## src/rtl/z88_ps2kbd.sv

```systemverilog
// z88_ps2kbd: receive-only PS/2 (scan code set 2) keyboard front end for the
// Z88 gate array. Builds the 64-bit pressed-key matrix consumed by blink.
// Optional build macro: PS2_TIMEOUT_EN compiles in the mid-frame stall abort.
module z88_ps2kbd #(
    parameter int unsigned FILT    = 8,
    parameter int unsigned TIMEOUT = 2000
) (
    input  logic        mck,
    input  logic        rin,
    input  logic        ps2_clk,
    input  logic        ps2_dat,
    output logic [63:0] kbmat,
    output logic        key_evt,
    output logic        frm_err
);

    localparam int unsigned FCW = $clog2(FILT + 1);
`ifdef PS2_TIMEOUT_EN
    localparam int unsigned TCW = $clog2(TIMEOUT);
`endif

    typedef enum logic [1:0] {
        S_IDLE,
        S_DATA,
        S_PARITY,
        S_STOP
    } rx_state_t;

    // index 0 = ps2_clk, index 1 = ps2_dat
    logic [1:0]     raw_c;
    logic [1:0]     sync_a;
    logic [1:0]     sync_b;
    logic [1:0]     filt;
    logic [FCW-1:0] fcnt [2];
    logic           clk_prev;
    logic           fall_c;
    logic           dat_c;

    rx_state_t      state;
    logic [2:0]     bit_cnt;
    logic [7:0]     shreg;
    logic           par_bit;
    logic           byte_stb;
    logic [7:0]     byte_q;
`ifdef PS2_TIMEOUT_EN
    logic [TCW-1:0] tcnt;
`endif

    logic           ext;
    logic           brk;
    logic [6:0]     map_c;

    assign raw_c  = {ps2_dat, ps2_clk};
    assign fall_c = clk_prev & ~filt[0];
    assign dat_c  = filt[1];

    // Two-flop synchronisers followed by a FILT-sample persistence filter.
    always_ff @(posedge mck or posedge rin) begin
        if (rin) begin
            sync_a   <= 2'b11;
            sync_b   <= 2'b11;
            filt     <= 2'b11;
            clk_prev <= 1'b1;
            for (int i = 0; i < 2; i++) fcnt[i] <= '0;
        end else begin
            sync_a   <= raw_c;
            sync_b   <= sync_a;
            clk_prev <= filt[0];
            for (int i = 0; i < 2; i++) begin
                if (sync_b[i] == filt[i]) begin
                    fcnt[i] <= '0;
                end else if (fcnt[i] == FCW'(FILT - 1)) begin
                    filt[i] <= sync_b[i];
                    fcnt[i] <= '0;
                end else begin
                    fcnt[i] <= fcnt[i] + FCW'(1);
                end
            end
        end
    end

    // Frame receiver: start, 8 data bits LSB first, odd parity, stop.
    always_ff @(posedge mck or posedge rin) begin
        if (rin) begin
            state    <= S_IDLE;
            bit_cnt  <= 3'd0;
            shreg    <= 8'h00;
            par_bit  <= 1'b0;
            byte_stb <= 1'b0;
            byte_q   <= 8'h00;
            frm_err  <= 1'b0;
`ifdef PS2_TIMEOUT_EN
            tcnt     <= '0;
`endif
        end else begin
            byte_stb <= 1'b0;
            frm_err  <= 1'b0;
            if (fall_c) begin
                case (state)
                    S_IDLE: begin
                        if (!dat_c) begin
                            state   <= S_DATA;
                            bit_cnt <= 3'd0;
                        end else begin
                            frm_err <= 1'b1;
                        end
                    end
                    S_DATA: begin
                        shreg   <= {dat_c, shreg[7:1]};
                        bit_cnt <= bit_cnt + 3'd1;
                        if (bit_cnt == 3'd7) state <= S_PARITY;
                    end
                    S_PARITY: begin
                        par_bit <= dat_c;
                        state   <= S_STOP;
                    end
                    S_STOP: begin
                        if (dat_c && (^{shreg, par_bit})) begin
                            byte_stb <= 1'b1;
                            byte_q   <= shreg;
                        end else begin
                            frm_err <= 1'b1;
                        end
                        state <= S_IDLE;
                    end
                    default: state <= S_IDLE;
                endcase
            end
`ifdef PS2_TIMEOUT_EN
            // Abort a stalled frame; prefix flags in the decoder are untouched.
            if (fall_c || state == S_IDLE) begin
                tcnt <= '0;
            end else if (tcnt == TCW'(TIMEOUT - 1)) begin
                tcnt    <= '0;
                state   <= S_IDLE;
                frm_err <= 1'b1;
            end else begin
                tcnt <= tcnt + TCW'(1);
            end
`endif
        end
    end

`ifndef PS2_TIMEOUT_EN
    // TIMEOUT has no effect in this build; kept so both builds share one interface.
    if (TIMEOUT == 0) begin : g_timeout_unused
    end
`endif

    // Scan code {ext, code} -> {valid, matrix index 8*col+row}.
    function automatic logic [6:0] keymap(input logic [8:0] key);
        case (key)
            9'h03E: keymap = {1'b1, 6'd0};   // 8
            9'h03D: keymap = {1'b1, 6'd1};   // 7
            9'h031: keymap = {1'b1, 6'd2};   // N
            9'h175: keymap = {1'b1, 6'd3};   // UP
            9'h16B: keymap = {1'b1, 6'd4};   // LEFT
            9'h174: keymap = {1'b1, 6'd5};   // RIGHT
            9'h05A: keymap = {1'b1, 6'd6};   // ENTER
            9'h066: keymap = {1'b1, 6'd7};   // DEL
            9'h055: keymap = {1'b1, 6'd8};   // =
            9'h04E: keymap = {1'b1, 6'd9};   // -
            9'h03A: keymap = {1'b1, 6'd10};  // M
            9'h172: keymap = {1'b1, 6'd11};  // DOWN
            9'h03C: keymap = {1'b1, 6'd12};  // U
            9'h03B: keymap = {1'b1, 6'd13};  // J
            9'h033: keymap = {1'b1, 6'd14};  // H
            9'h059: keymap = {1'b1, 6'd15};  // right SHIFT
            9'h045: keymap = {1'b1, 6'd16};  // 0
            9'h046: keymap = {1'b1, 6'd17};  // 9
            9'h042: keymap = {1'b1, 6'd18};  // K
            9'h043: keymap = {1'b1, 6'd19};  // I
            9'h036: keymap = {1'b1, 6'd20};  // 6
            9'h035: keymap = {1'b1, 6'd21};  // Y
            9'h032: keymap = {1'b1, 6'd22};  // B
            9'h05D: keymap = {1'b1, 6'd23};  // backslash
            9'h04D: keymap = {1'b1, 6'd24};  // P
            9'h044: keymap = {1'b1, 6'd25};  // O
            9'h04B: keymap = {1'b1, 6'd26};  // L
            9'h041: keymap = {1'b1, 6'd27};  // ,
            9'h02E: keymap = {1'b1, 6'd28};  // 5
            9'h02C: keymap = {1'b1, 6'd29};  // T
            9'h034: keymap = {1'b1, 6'd30};  // G
            9'h02A: keymap = {1'b1, 6'd31};  // V
            9'h052: keymap = {1'b1, 6'd32};  // '
            9'h04C: keymap = {1'b1, 6'd33};  // ;
            9'h049: keymap = {1'b1, 6'd34};  // .
            9'h04A: keymap = {1'b1, 6'd35};  // /
            9'h025: keymap = {1'b1, 6'd36};  // 4
            9'h02D: keymap = {1'b1, 6'd37};  // R
            9'h02B: keymap = {1'b1, 6'd38};  // F
            9'h021: keymap = {1'b1, 6'd39};  // C
            9'h054: keymap = {1'b1, 6'd40};  // [
            9'h05B: keymap = {1'b1, 6'd41};  // ]
            9'h00E: keymap = {1'b1, 6'd42};  // pound (backtick key)
            9'h026: keymap = {1'b1, 6'd43};  // 3
            9'h024: keymap = {1'b1, 6'd44};  // E
            9'h01C: keymap = {1'b1, 6'd45};  // A
            9'h023: keymap = {1'b1, 6'd46};  // D
            9'h022: keymap = {1'b1, 6'd47};  // X
            9'h076: keymap = {1'b1, 6'd48};  // ESC
            9'h005: keymap = {1'b1, 6'd49};  // INDEX (F1)
            9'h006: keymap = {1'b1, 6'd50};  // MENU (F2)
            9'h004: keymap = {1'b1, 6'd51};  // HELP (F3)
            9'h01E: keymap = {1'b1, 6'd52};  // 2
            9'h029: keymap = {1'b1, 6'd53};  // SPACE
            9'h01B: keymap = {1'b1, 6'd54};  // S
            9'h01A: keymap = {1'b1, 6'd55};  // Z
            9'h016: keymap = {1'b1, 6'd56};  // 1
            9'h015: keymap = {1'b1, 6'd57};  // Q
            9'h01D: keymap = {1'b1, 6'd58};  // W
            9'h00D: keymap = {1'b1, 6'd59};  // TAB
            9'h014: keymap = {1'b1, 6'd60};  // DIAMOND (left CTRL)
            9'h011: keymap = {1'b1, 6'd61};  // SQUARE (left ALT)
            9'h012: keymap = {1'b1, 6'd62};  // left SHIFT
            9'h058: keymap = {1'b1, 6'd63};  // CAPS LOCK
            default: keymap = 7'h00;
        endcase
    endfunction

    assign map_c = keymap({ext, byte_q});

    // Decoder: prefix tracking, self-test clear, and matrix bit update.
    always_ff @(posedge mck or posedge rin) begin
        if (rin) begin
            kbmat   <= 64'h0;
            key_evt <= 1'b0;
            ext     <= 1'b0;
            brk     <= 1'b0;
        end else begin
            key_evt <= 1'b0;
            if (byte_stb) begin
                case (byte_q)
                    8'hE0: ext <= 1'b1;
                    8'hF0: brk <= 1'b1;
                    8'hAA, 8'hFC: begin
                        kbmat <= 64'h0;
                        ext   <= 1'b0;
                        brk   <= 1'b0;
                    end
                    default: begin
                        if (map_c[6]) begin
                            kbmat[map_c[5:0]] <= ~brk;
                            key_evt           <= 1'b1;
                        end
                        ext <= 1'b0;
                        brk <= 1'b0;
                    end
                endcase
            end
        end
    end

endmodule

```

## config.mk

```make
export PLATFORM = sky130hd
export DESIGN_NAME = z88_ps2kbd
export DESIGN_NICKNAME = d
export VERILOG_FILES = /design/src/rtl/z88_ps2kbd.sv
export SDC_FILE = /design/constraint.sdc
export NUM_CORES = 1
export LEC_CHECK = 0
export BUFFER_PORTS_ARGS = -buffer_cell sky130_fd_sc_hd__buf_2
export CORE_ASPECT_RATIO = 0.9
export CORE_MARGIN = 10
export CORE_UTILIZATION = 35
export CTS_CLUSTER_DIAMETER = 120
export DETAILED_ROUTE_END_ITERATION = 10
export SETUP_SLACK_MARGIN = 0.2
export SYNTH_ARGS = -nofsm -noshare
export SYNTH_HDL_FRONTEND = slang
export SYNTH_SLANG_ARGS = --single-unit
```

## constraint.sdc

```tcl
create_clock -name mck -period 3.9 [get_ports mck]
set_input_delay 0.195 -clock mck [delete_from_list [all_inputs] [get_ports mck]]
set_output_delay 0.195 -clock mck [all_outputs]
set_load 0.005 [all_outputs]
```

==> results of run 1 <==
## stage by stage
stage	area (um^2)	instances	total power, mW	utilization [%]
6_report	7110	983	2.33	41.8
5_1_grt	7110	983	2.44	41.8
4_1_cts	7090	983	2.37	41.7
3_5_place_dp	6780	964	1.48	39.9
3_3_place_gp	6780	964	1.48	39.9
2_1_floorplan	6100	678	1.43	-
## cells in the final DEF, fill, tap and decap left out, types with 10 or more instances in the layout
| cell | n |
|---|---|
| nand3_1 | 36 |
| dfrtp_1 | 99 |
| inv_1 | 29 |
| o22ai_1 | 19 |
| buf_2 | 69 |
| nor2_1 | 37 |
| buf_4 | 35 |
| o21ai_0 | 71 |
| nor2b_1 | 10 |
| mux2_2 | 20 |
| nor3_1 | 20 |
| a21oi_1 | 61 |
| nand2_1 | 46 |
| xnor2_1 | 10 |
## layer usage
layer	share of wire, %	global-route usage [%]	up-vias	wire (um)
li1	-	-	2612	-
met1	46	21.6	2634	8690
met2	45	24.3	207	8400
met3	5.9	3.64	42	1120
met4	3.1	5.79	0	590
met5	0	0	-	0
## power breakdown
group	internal (mW)	switching, mW
Clock	0.453	0.416
Combinational	0.105	0.129
Sequential	1.17	0.0543
## cells by family after synthesis
logic type | count (synthesis)
mux | 20
xor+xnor | 14
flops | 106
compound gates | 214
buf+inv | 85
simple gates | 230
fa+ha+maj | 9
## cell type report
cell class	instances	area [um^2]
Multi-Input combinational cell	487	3080
Sequential cell	106	2660
Fill cell	1727	9900
Clock buffer	11	243
Timing Repair Buffer	109	669
Clock inverter	5	40.0
Inverter	30	115
Tap cell	235	294
## timing repair
item | 4_1_cts | 5_1_grt
hold endpoints to repair | 25 | 0
gates resized for setup | 0 | 3
endpoints found under the setup margin | 0 | 58
hold buffers | 3 | 0
## registers in the layout (all words and copies together) (netlist names)
| name | cells |
|---|---|
| kbmat | 64 |
| byte_q | 8 |
| fcnt | 8 |
| shreg | 8 |
| bit_cnt | 3 |
| filt | 2 |
| state | 2 |
| sync_a | 2 |
| sync_b | 2 |
| brk | 1 |
| byte_stb | 1 |
| clk_prev | 1 |
| ext | 1 |
| frm_err | 1 |
| key_evt | 1 |
| par_bit | 1 |
## path summary, 6_finish.rpt
| kind | from | endpoint |
|---|---|---|
| setup reg to reg | byte_q[3]$_DFFE_PP0P_ | kbmat[27]$_DFFE_PP0P_ |
| setup / recovery | byte_q[3]$_DFFE_PP0P_ | kbmat[27]$_DFFE_PP0P_ |
| hold reg to reg | sync_a[0]$_DFF_PP1_ | sync_b[0]$_DFF_PP1_ |
| hold / removal | sync_a[0]$_DFF_PP1_ | sync_b[0]$_DFF_PP1_ |
| min in group asynchronous | rin | kbmat[4]$_DFFE_PP0P_ |
| max in group asynchronous | rin | kbmat[14]$_DFFE_PP0P_ |
==> summary.txt, run 1 <==
Port Buffer Count: 69
Vias: 5495
Vias in the first global route: 5319
Area Growth Syn to Fin: 16.4%
Root Buffer: clkbuf_16
R2R setup slack: 0.38 ns
Syn Nets: 690
Maxcap violations: 0
Crit-path cells: buf_12 -> or3b_2 -> or3_1 -> o21ai_0 -> or4b_4 -> or4_1 -> or4b_1 -> a21oi_1 -> o22ai_1
Peak VDD IR: 0.388 mV
CP max stage delay: 0.68 ns
First drt pass iteration count: 5
Worst slew pin tran: 1.02 ns
DP Worst Slack: 0.311 ns
TritonCTS Sinks: 106
Max-slew violations: 0
RSZ-0062 raised after global routing: false
Simple-gate share of the synthesized area: 21.4%
GP Congestion: 1.03
Most frequent cell after synthesis: dfrtp_1
Post-Synth Adder-Cell Area: 1.80%
Die Span Y: 145 um
Syn avg cell area: 9.00 um^2
Setup ws final: 0.385 ns
Initial antenna violation count: 0
FF-to-FF path depth: 9
1st-iter DRT viols: 572
Leak: 3.12 nW
Synth top area cells: dfrtp_1, o21ai_0, a21oi_1
F_max: 0.284 GHz
Hold WC Path Type: flop to flop
Die area: 23100 um^2
Worst slew margin: 31.4%
Final Hold Slack: 0.356 ns
Hold Path Depth: 0
Post-DP HPWL: 13900 um
Num CTS Buffers: 9
H-tree levels: 3
CTS tree: built
Pin count of the biggest net entering global routing: 58
Cell taking the most area after synthesis: dfrtp_1
Core Area: 17000 um^2
Final hold vios: 0
I/O pins: 70
Share of layout cells above drive strength 1: 23.4%
Period utilisation layout: 90.1%
YS warnings: 0
# diodes: 0
Most used DFF post-synth: dfrtp_1
Clock network latency to the later pin of the worst-skew pair: 0.35 ns
WL per Instance: 19.1 um
Final Routed Wirelength: 18800 um
Crit path required time: 4.13 ns
Worst Setup Start Kind: flop
Post-Syn Area: 6100 um^2
Starting density of the core: 35.9%
Vias per std cell: 5.59
CP bufs+invs: 1
Sequential area share after synthesis: 43.6%
Critical Path Stages: 9
Pwr dens: 328 nW/um^2
Remaining DRCs: 0
Xor/xnor share of the synthesized area: 2.01%
Share of the synthesized area in the top cell type: 40.6%
ANT nets after route: 0
Largest family of logic cells by synthesized area: compound AO/OA/AOI/OAI gates
Final Net Count: 755
Mapped Cells: 678
CP endpoint kind: flop
Post-CTS Setup Repair Bufs: 0
Post-synthesis register bit count: 106
Total GRT Usage: 16.0%
Commonest cells in the netlist: dfrtp_1, o21ai_0, a21oi_1
Num rows: 45
Minimum clock period: 3.52 ns
Multiplexer share of the synthesized area: 3.69%
Total gr overflow: 0
First-pass GRT wire length: 30400 um
Final setup violation count: 0
Ys async rst share: 100%
Synth unique cells: 81
CP max FO: 24
Worst-path cell with the longest stage delay: or4_1
Clk slew on worst S/H paths: 0.07 ns
CP top delay family: simple AND/OR/NAND/NOR gates
Compound-Gate Fraction of Synth Area: 21.4%
Longest Clk Path Bufs: 2
Worst endpoint data arrival time: 3.74 ns
Post-synth EDFFs: 0
Critical path type: flop to flop
Horiz. Die Dim: 159 um
Worst Skew: 0.00959 ns
Sum Neg Setup Slack: 0 ns
Status: finished, final reports clean
Note: power is estimated with default switching activity, not from simulation.
==> inputs of run 2 (changes only) <==
--- a/config.mk
+++ b/config.mk
@@ -5,10 +5,11 @@
 export SDC_FILE = /design/constraint.sdc
 export NUM_CORES = 1
 export LEC_CHECK = 0
+export ABC_AREA = 1
 export BUFFER_PORTS_ARGS = -buffer_cell sky130_fd_sc_hd__buf_2
 export CORE_ASPECT_RATIO = 0.9
 export CORE_MARGIN = 10
-export CORE_UTILIZATION = 35
+export CORE_UTILIZATION = 40
 export CTS_CLUSTER_DIAMETER = 120
 export DETAILED_ROUTE_END_ITERATION = 10
 export SETUP_SLACK_MARGIN = 0.2
==> run 2 against run 1 <==
Highest routed layer unchanged. Sequential cell count unchanged. Critical path depth grew 5. First-iteration DRC count fell by 23%. Die area fell by 9.0%. Largest power group unchanged. Combinational power about the same. Final area decreased by 0.69%. Routed wire length down 0.48%. Sequential power about the same. Worst setup slack better by 0.37 ns. Clock-buffer cell count fell by 2. Critical path type unchanged. Total power is 2.5% higher.
==> summary.txt, run 2 <==
Status: finished, final reports clean
CP endpoint kind: flop
Pin count of the biggest net entering global routing: 80
CP max FO: 46
Sequential area share after synthesis: 42.5%
Logic pwr share: 9.9%
Clock share of power: 38.8%
Syn avg cell area: 6.87 um^2
Most used DFF post-synth: dfrtp_1
Horiz. Die Dim: 152 um
Crit path required time: 4.20 ns
Final Routed Wirelength: 18700 um
Post-DP HPWL: 13800 um
Final setup violation count: 0
YS warnings: 0
ANT nets after route: 0
Pint: 1.72 mW
Sequential Power Share: 51.3%
Clk slew on worst S/H paths: 0.08 ns
FF-to-FF path depth: 14
CP top delay family: simple AND/OR/NAND/NOR gates
# diodes: 0
First drt pass iteration count: 6
I/O pins: 70
Cts repair resizes: 0
Commonest cells in the netlist: nand2_1, nor2_1, dfrtp_1
End point of the critical path: kbmat[6]$_DFFE_PP0P_
Minimum clock period: 3.14 ns
Initial antenna violation count: 0
Worst slew margin: 28.0%
First-pass GRT wire length: 30400 um
Mapped Cells: 910
H-tree levels: 3
Root Buffer: clkbuf_16
TritonCTS Sinks: 106
R2R setup slack: 0.76 ns
Sw frac: 28.0%
Leak: 4.17 nW
Num rows: 43
Num CTS Buffers: 9
Hold WC Path Type: input pin to asynchronous set/reset pin
Die area: 21000 um^2
Area Growth Syn to Fin: 12.8%
Most frequent cells in the layout: nand2_1, nor2_1, dfrtp_1
Post-synth EDFFs: 0
Vias in the first global route: 5663
Period utilisation layout: 80.6%
Area after DPL: 6730 um^2
Synth top area cells: dfrtp_1, nand2_1, nor2_1
CP bufs+invs: 2
Syn Nets: 922
Most frequent cell after synthesis: nand2_1
Reg with most FFs: kbmat
Core Area: 15400 um^2
Tot Pwr: 2.39 mW
Max-slew violations: 0
Worst endpoint data arrival time: 3.44 ns
Starting density of the core: 40.7%
Peak VDD IR: 0.289 mV
Maxcap violations: 0
Port Buffer Count: 69
Reg-to-Reg Start: byte_q[4]$_DFFE_PP0P_
Total gr overflow: 0
Clock network latency to the later pin of the worst-skew pair: 0.36 ns
Vias: 6007
Ys async rst share: 100%
CTS tree: built
Post-synthesis register bit count: 106
Post-Syn Area: 6260 um^2
Final hold vios: 0
Share of the synthesized area in the top cell type: 39.6%
RSZ-0062 raised after global routing: false
Worst-path cell with the longest stage delay: nor2_4
Reg2reg end: kbmat[6]$_DFFE_PP0P_
Final Net Count: 983
Pwr dens: 338 nW/um^2
Design area: 7060 um^2
Vias per std cell: 5.10
Crit-path cells: inv_1 -> nor2_2 -> nand2_1 -> nor2_1 -> nor2_1 -> nand3_1 -> inv_1 -> nand2_1 -> nor2_1 -> nand2_1 -> nand2_1 -> nor2_4 -> nand2_1 -> nand2_1
F_max: 0.318 GHz
Critical Path Stages: 14
Cell taking the most area after synthesis: dfrtp_1
WL per Instance: 15.9 um
Remaining DRCs: 0
Share of layout cells above drive strength 1: 13.5%
1st-iter DRT viols: 439
Sw Pwr: 0.668 mW
Total GRT Usage: 17.5%
Die Span Y: 139 um
Critical path type: flop to flop
Max reg flops: 64
Worst Skew: 0.00868 ns
Worst Setup SP: byte_q[4]$_DFFE_PP0P_
Longest Clk Path Bufs: 2
Synth unique cells: 29
Worst slew pin tran: 1.08 ns
CP max stage delay: 0.83 ns
Sum Neg Setup Slack: 0 ns
GP Congestion: 1.02
Commonest non-fill, non-tap cell in the layout: nand2_1
Fillers: 1648
Most frequent CP cell: nand2_1
Worst Setup Start Kind: flop
==> run 2: changes by cell type after synthesis, sizes merged, moves of 13 or more <==
cell    before  now
nor3        23   10
nand3       36   90
a21oi       61    8
o22ai       19    0
mux2        20    7
nand2       46  317
clkbuf      23   10
o21ai       77   60
inv         30   69
nor2        37  181
==> run 2: cells by family after synthesis <==
| kind of cell | Yosys count | share of synthesized area (%) |
|---|---|---|
| adders and majority gates | 8 | 1.60 |
| muxes | 7 | 1.26 |
| and+or+nand+nor | 603 | 39.3 |
| buffers and inverters | 100 | 7.44 |
| AOI/OAI and AO/OA | 72 | 5.94 |
| xor gates and xnor gates | 14 | 1.96 |
| DFF | 106 | 42.5 |
==> run 2: metrics by stage <==
stage / cells / worst slack [ns] / utilization [%] / hold slack (ns)
finish: 1178 / 0.755 / 45.9 / 0.0523
global route: 1178 / 0.384 / 45.9 / 0.148
CTS: 1178 / 0.752 / 45.9 / 0.103
detailed placement: 1160 / 0.795 / 43.7 / 0.302
global placement: 1160 / 0.778 / 43.7 / 0.300
floorplan: 910 / 0.928 / - / 0.199
==> run 2: worst min path at each step <==
stage	from	end	slack, ns	cells past startpoint
finish	rin	kbmat[14]$_DFFE_PP0P_	0.05	2
global route	rin	kbmat[23]$_DFFE_PP0P_	0.15	2
CTS	rin	shreg[1]$_DFFE_PP0P_	0.10	2
detailed placement	ps2_clk	sync_a[0]$_DFF_PP1_	0.30	1
global placement	ps2_clk	sync_a[0]$_DFF_PP1_	0.30	1
floorplan	ps2_clk	sync_a[0]$_DFF_PP1_	0.20	0
==> run 2: layout make-up <==
type | instances | area, um^2 | area share, %
Multi-Input combinational cell | 704 | 3130 | 44.3
Timing Repair Buffer | 81 | 440 | 6.24
Tap cell | 202 | 253 | 3.58
Sequential cell | 106 | 2660 | 37.7
Clock buffer | 9 | 225 | 3.19
Clock inverter | 7 | 86.3 | 1.22
Inverter | 69 | 262 | 3.71
==> run 2: power groups by stage <==
stage | clock [mW] | sequential [mW] | combinational, mW
after detailed placement | 0 | 1.25 | 0.240
final | 0.926 | 1.22 | 0.237
after global placement | 0 | 1.24 | 0.238
after global routing | 1.00 | 1.23 | 0.285
after CTS | 0.957 | 1.22 | 0.243
after floorplan | 0 | 1.23 | 0.195
==> run 2: what timing repair did <==
| item | 4_1_cts | 5_1_grt |
|---|---|---|
| setup buffers | 0 | 0 |
| hold buffers | 2 | 0 |
| hold endpoints to repair | 2 | 0 |
| endpoints found under the setup margin | 0 | 0 |
==> run 2: layer usage <==
metal	vias up	routed length (um)	global-route usage, %
met5	-	0	0
met4	0	474	5.82
met3	39	1310	4.16
met2	210	8230	26.5
met1	2777	8700	23.8
li1	2981	-	-
==> inputs of run 3 (changes only) <==
==> constraint.sdc (replaced) <==
create_clock -name mck -period 2.7 [get_ports mck]
set_input_delay 0.135 -clock mck [delete_from_list [all_inputs] [get_ports mck]]
set_output_delay 0.135 -clock mck [all_outputs]
set_load 0.005 [all_outputs]
==> run 3 against run 2 <==
Total power up 44%. First-iteration DRC count rose by 34%. Global-route usage up 0.42 points. Register-to-register slack got worse by 0.34 ns. Clock skew is 0.0013 ns lower. Clock power is 43% higher. Via count increased by 1.2%. Hold slack better by 0.31 ns. Critical path depth did not move. Clock-buffer cell count is the same. Final cell count rose by 3.0%. Routed wire length is 4.1% higher. Critical path type unchanged. Largest power group unchanged.
==> summary.txt, run 3 (synthesis results as in run 2) <==
Status: finished, final reports clean
ANT nets after route: 0
WL per Instance: 16.1 um
Root Buffer: clkbuf_16
RSZ-0062 raised after global routing: true
Reg with most FFs: kbmat
Horiz. Die Dim: 152 um
Commonest non-fill, non-tap cell in the layout: nand2_1
Final Routed Wirelength: 19500 um
Post-DP HPWL: 14400 um
Peak VDD IR: 0.362 mV
I/O pins: 70
Tot Pwr: 3.43 mW
Vias per std cell: 5.01
CTS tree: built
Worst slew margin: 63.2%
CP endpoint kind: flop
Worst Setup Start Kind: flop
CP max FO: 23
Total GRT Usage: 17.9%
Area Growth Syn to Fin: 21.6%
Reg-to-Reg Start: byte_q[4]$_DFFE_PP0P_
First drt pass iteration count: 5
Max-slew violations: 0
Hold WC Path Type: flop to flop
Starting density of the core: 40.7%
H-tree levels: 3
Most frequent cells in the layout: nand2_1, nor2_1, dfrtp_1
Clk slew on worst S/H paths: 0.08 ns
Die Span Y: 139 um
Critical path type: flop to flop
Pin count of the biggest net entering global routing: 107
Num rows: 43
Worst Setup SP: byte_q[4]$_DFFE_PP0P_
Longest Clk Path Bufs: 2
Port Buffer Count: 69
Final Net Count: 1018
GP Congestion: 1.05
Num CTS Buffers: 9
Crit path required time: 2.95 ns
First-pass GRT wire length: 31200 um
Total gr overflow: 0
Worst Skew: 0.00735 ns
Minimum clock period: 2.29 ns
Initial antenna violation count: 0
Final hold vios: 0
Clock network latency to the later pin of the worst-skew pair: 0.36 ns
TritonCTS Sinks: 106
Period utilisation layout: 84.8%
Sum Neg Setup Slack: 0 ns
Max reg flops: 64
# diodes: 0
Worst endpoint data arrival time: 2.54 ns
Pwr dens: 451 nW/um^2
F_max: 0.437 GHz
Share of layout cells above drive strength 1: 21.7%
Hold Crit Start: sync_a[0]$_DFF_PP1_
Worst slew pin tran: 0.552 ns
1st-iter DRT viols: 590
Vias: 6081
Maxcap violations: 0
Vias in the first global route: 5765
Core Area: 15400 um^2
Leak: 4.43 nW
Die area: 21000 um^2
Final setup violation count: 0
Remaining DRCs: 0
-- run 3: final timing paths --
kind	slack [ns]	cells after the start	to
setup reg to reg	0.41	14	kbmat[52]$_DFFE_PP0P_
max in group asynchronous	1.78	4	byte_q[2]$_DFFE_PP0P_
hold / removal	0.36	0	sync_b[0]$_DFF_PP1_
min in group asynchronous	0.49	4	kbmat[34]$_DFFE_PP0P_
hold reg to reg	0.36	0	sync_b[0]$_DFF_PP1_
setup / recovery	0.41	14	kbmat[52]$_DFFE_PP0P_
-- run 3: critical path, stage by stage, from the launching register on --
cell and delay, ns:
dfrtp_2 0.48, buf_4 0.17, nor2_2 0.16, nand3_2 0.14, inv_2 0.17, nand2_1 0.11
nand3_1 0.14, inv_1 0.05, nand2_1 0.07, nor2_2 0.04, nand3_1 0.08, nand2_2 0.12
clkbuf_16 0.24, o21ai_1 0.14, nand2_1 0.06
-- run 3: cell type report --
cell class	instances	area (um^2)
Fill cell	1625	7780
Multi-Input combinational cell	705	3350
Sequential cell	106	2670
Timing Repair Buffer	115	778
Inverter	69	265
Tap cell	202	253
Clock buffer	9	225
Clock inverter	7	70.1
-- run 3: power by group --
group / switching [mW] / total, mW / leakage (nW) / internal [mW]
Clock: 0.661 / 1.32 / 0.142 / 0.654
Combinational: 0.217 / 0.348 / 2.85 / 0.132
Sequential: 0.0772 / 1.77 / 1.44 / 1.69
-- run 3: timing repair --
| action | CTS | global route |
|---|---|---|
| cloned | 0 | 2 |
| pin swaps | 0 | 5 |
| buffers inserted | 0 | 5 |
| hold endpoints to repair | 101 | 0 |
| hold buffers | 3 | 0 |
| resized for setup | 1 | 73 |
| endpoints found under the setup margin | 18 | 64 |
-- run 3: metal layers --
layer  track usage (%)  share of wire [%]  vias up
met5                 0                  0        -
li1                  -                  -     3068
met2              26.8                 44      178
met1              24.3                 47     2791
met4              6.94                3.3        0
met3              4.22                6.0       44
-- run 3: per-stage QoR --
stage	hold WS [ns]	cell area (um^2)	utilization [%]	std cells	setup slack [ns]
after floorplan	0.139	6260	-	910	0.672
after global placement	0.241	6990	45.4	1187	0.202
after detailed placement	0.242	6990	45.4	1187	0.195
after CTS	0.360	7320	47.6	1206	0.264
after global routing	0.362	7610	49.4	1213	0.173
final	0.358	7610	49.4	1213	0.411
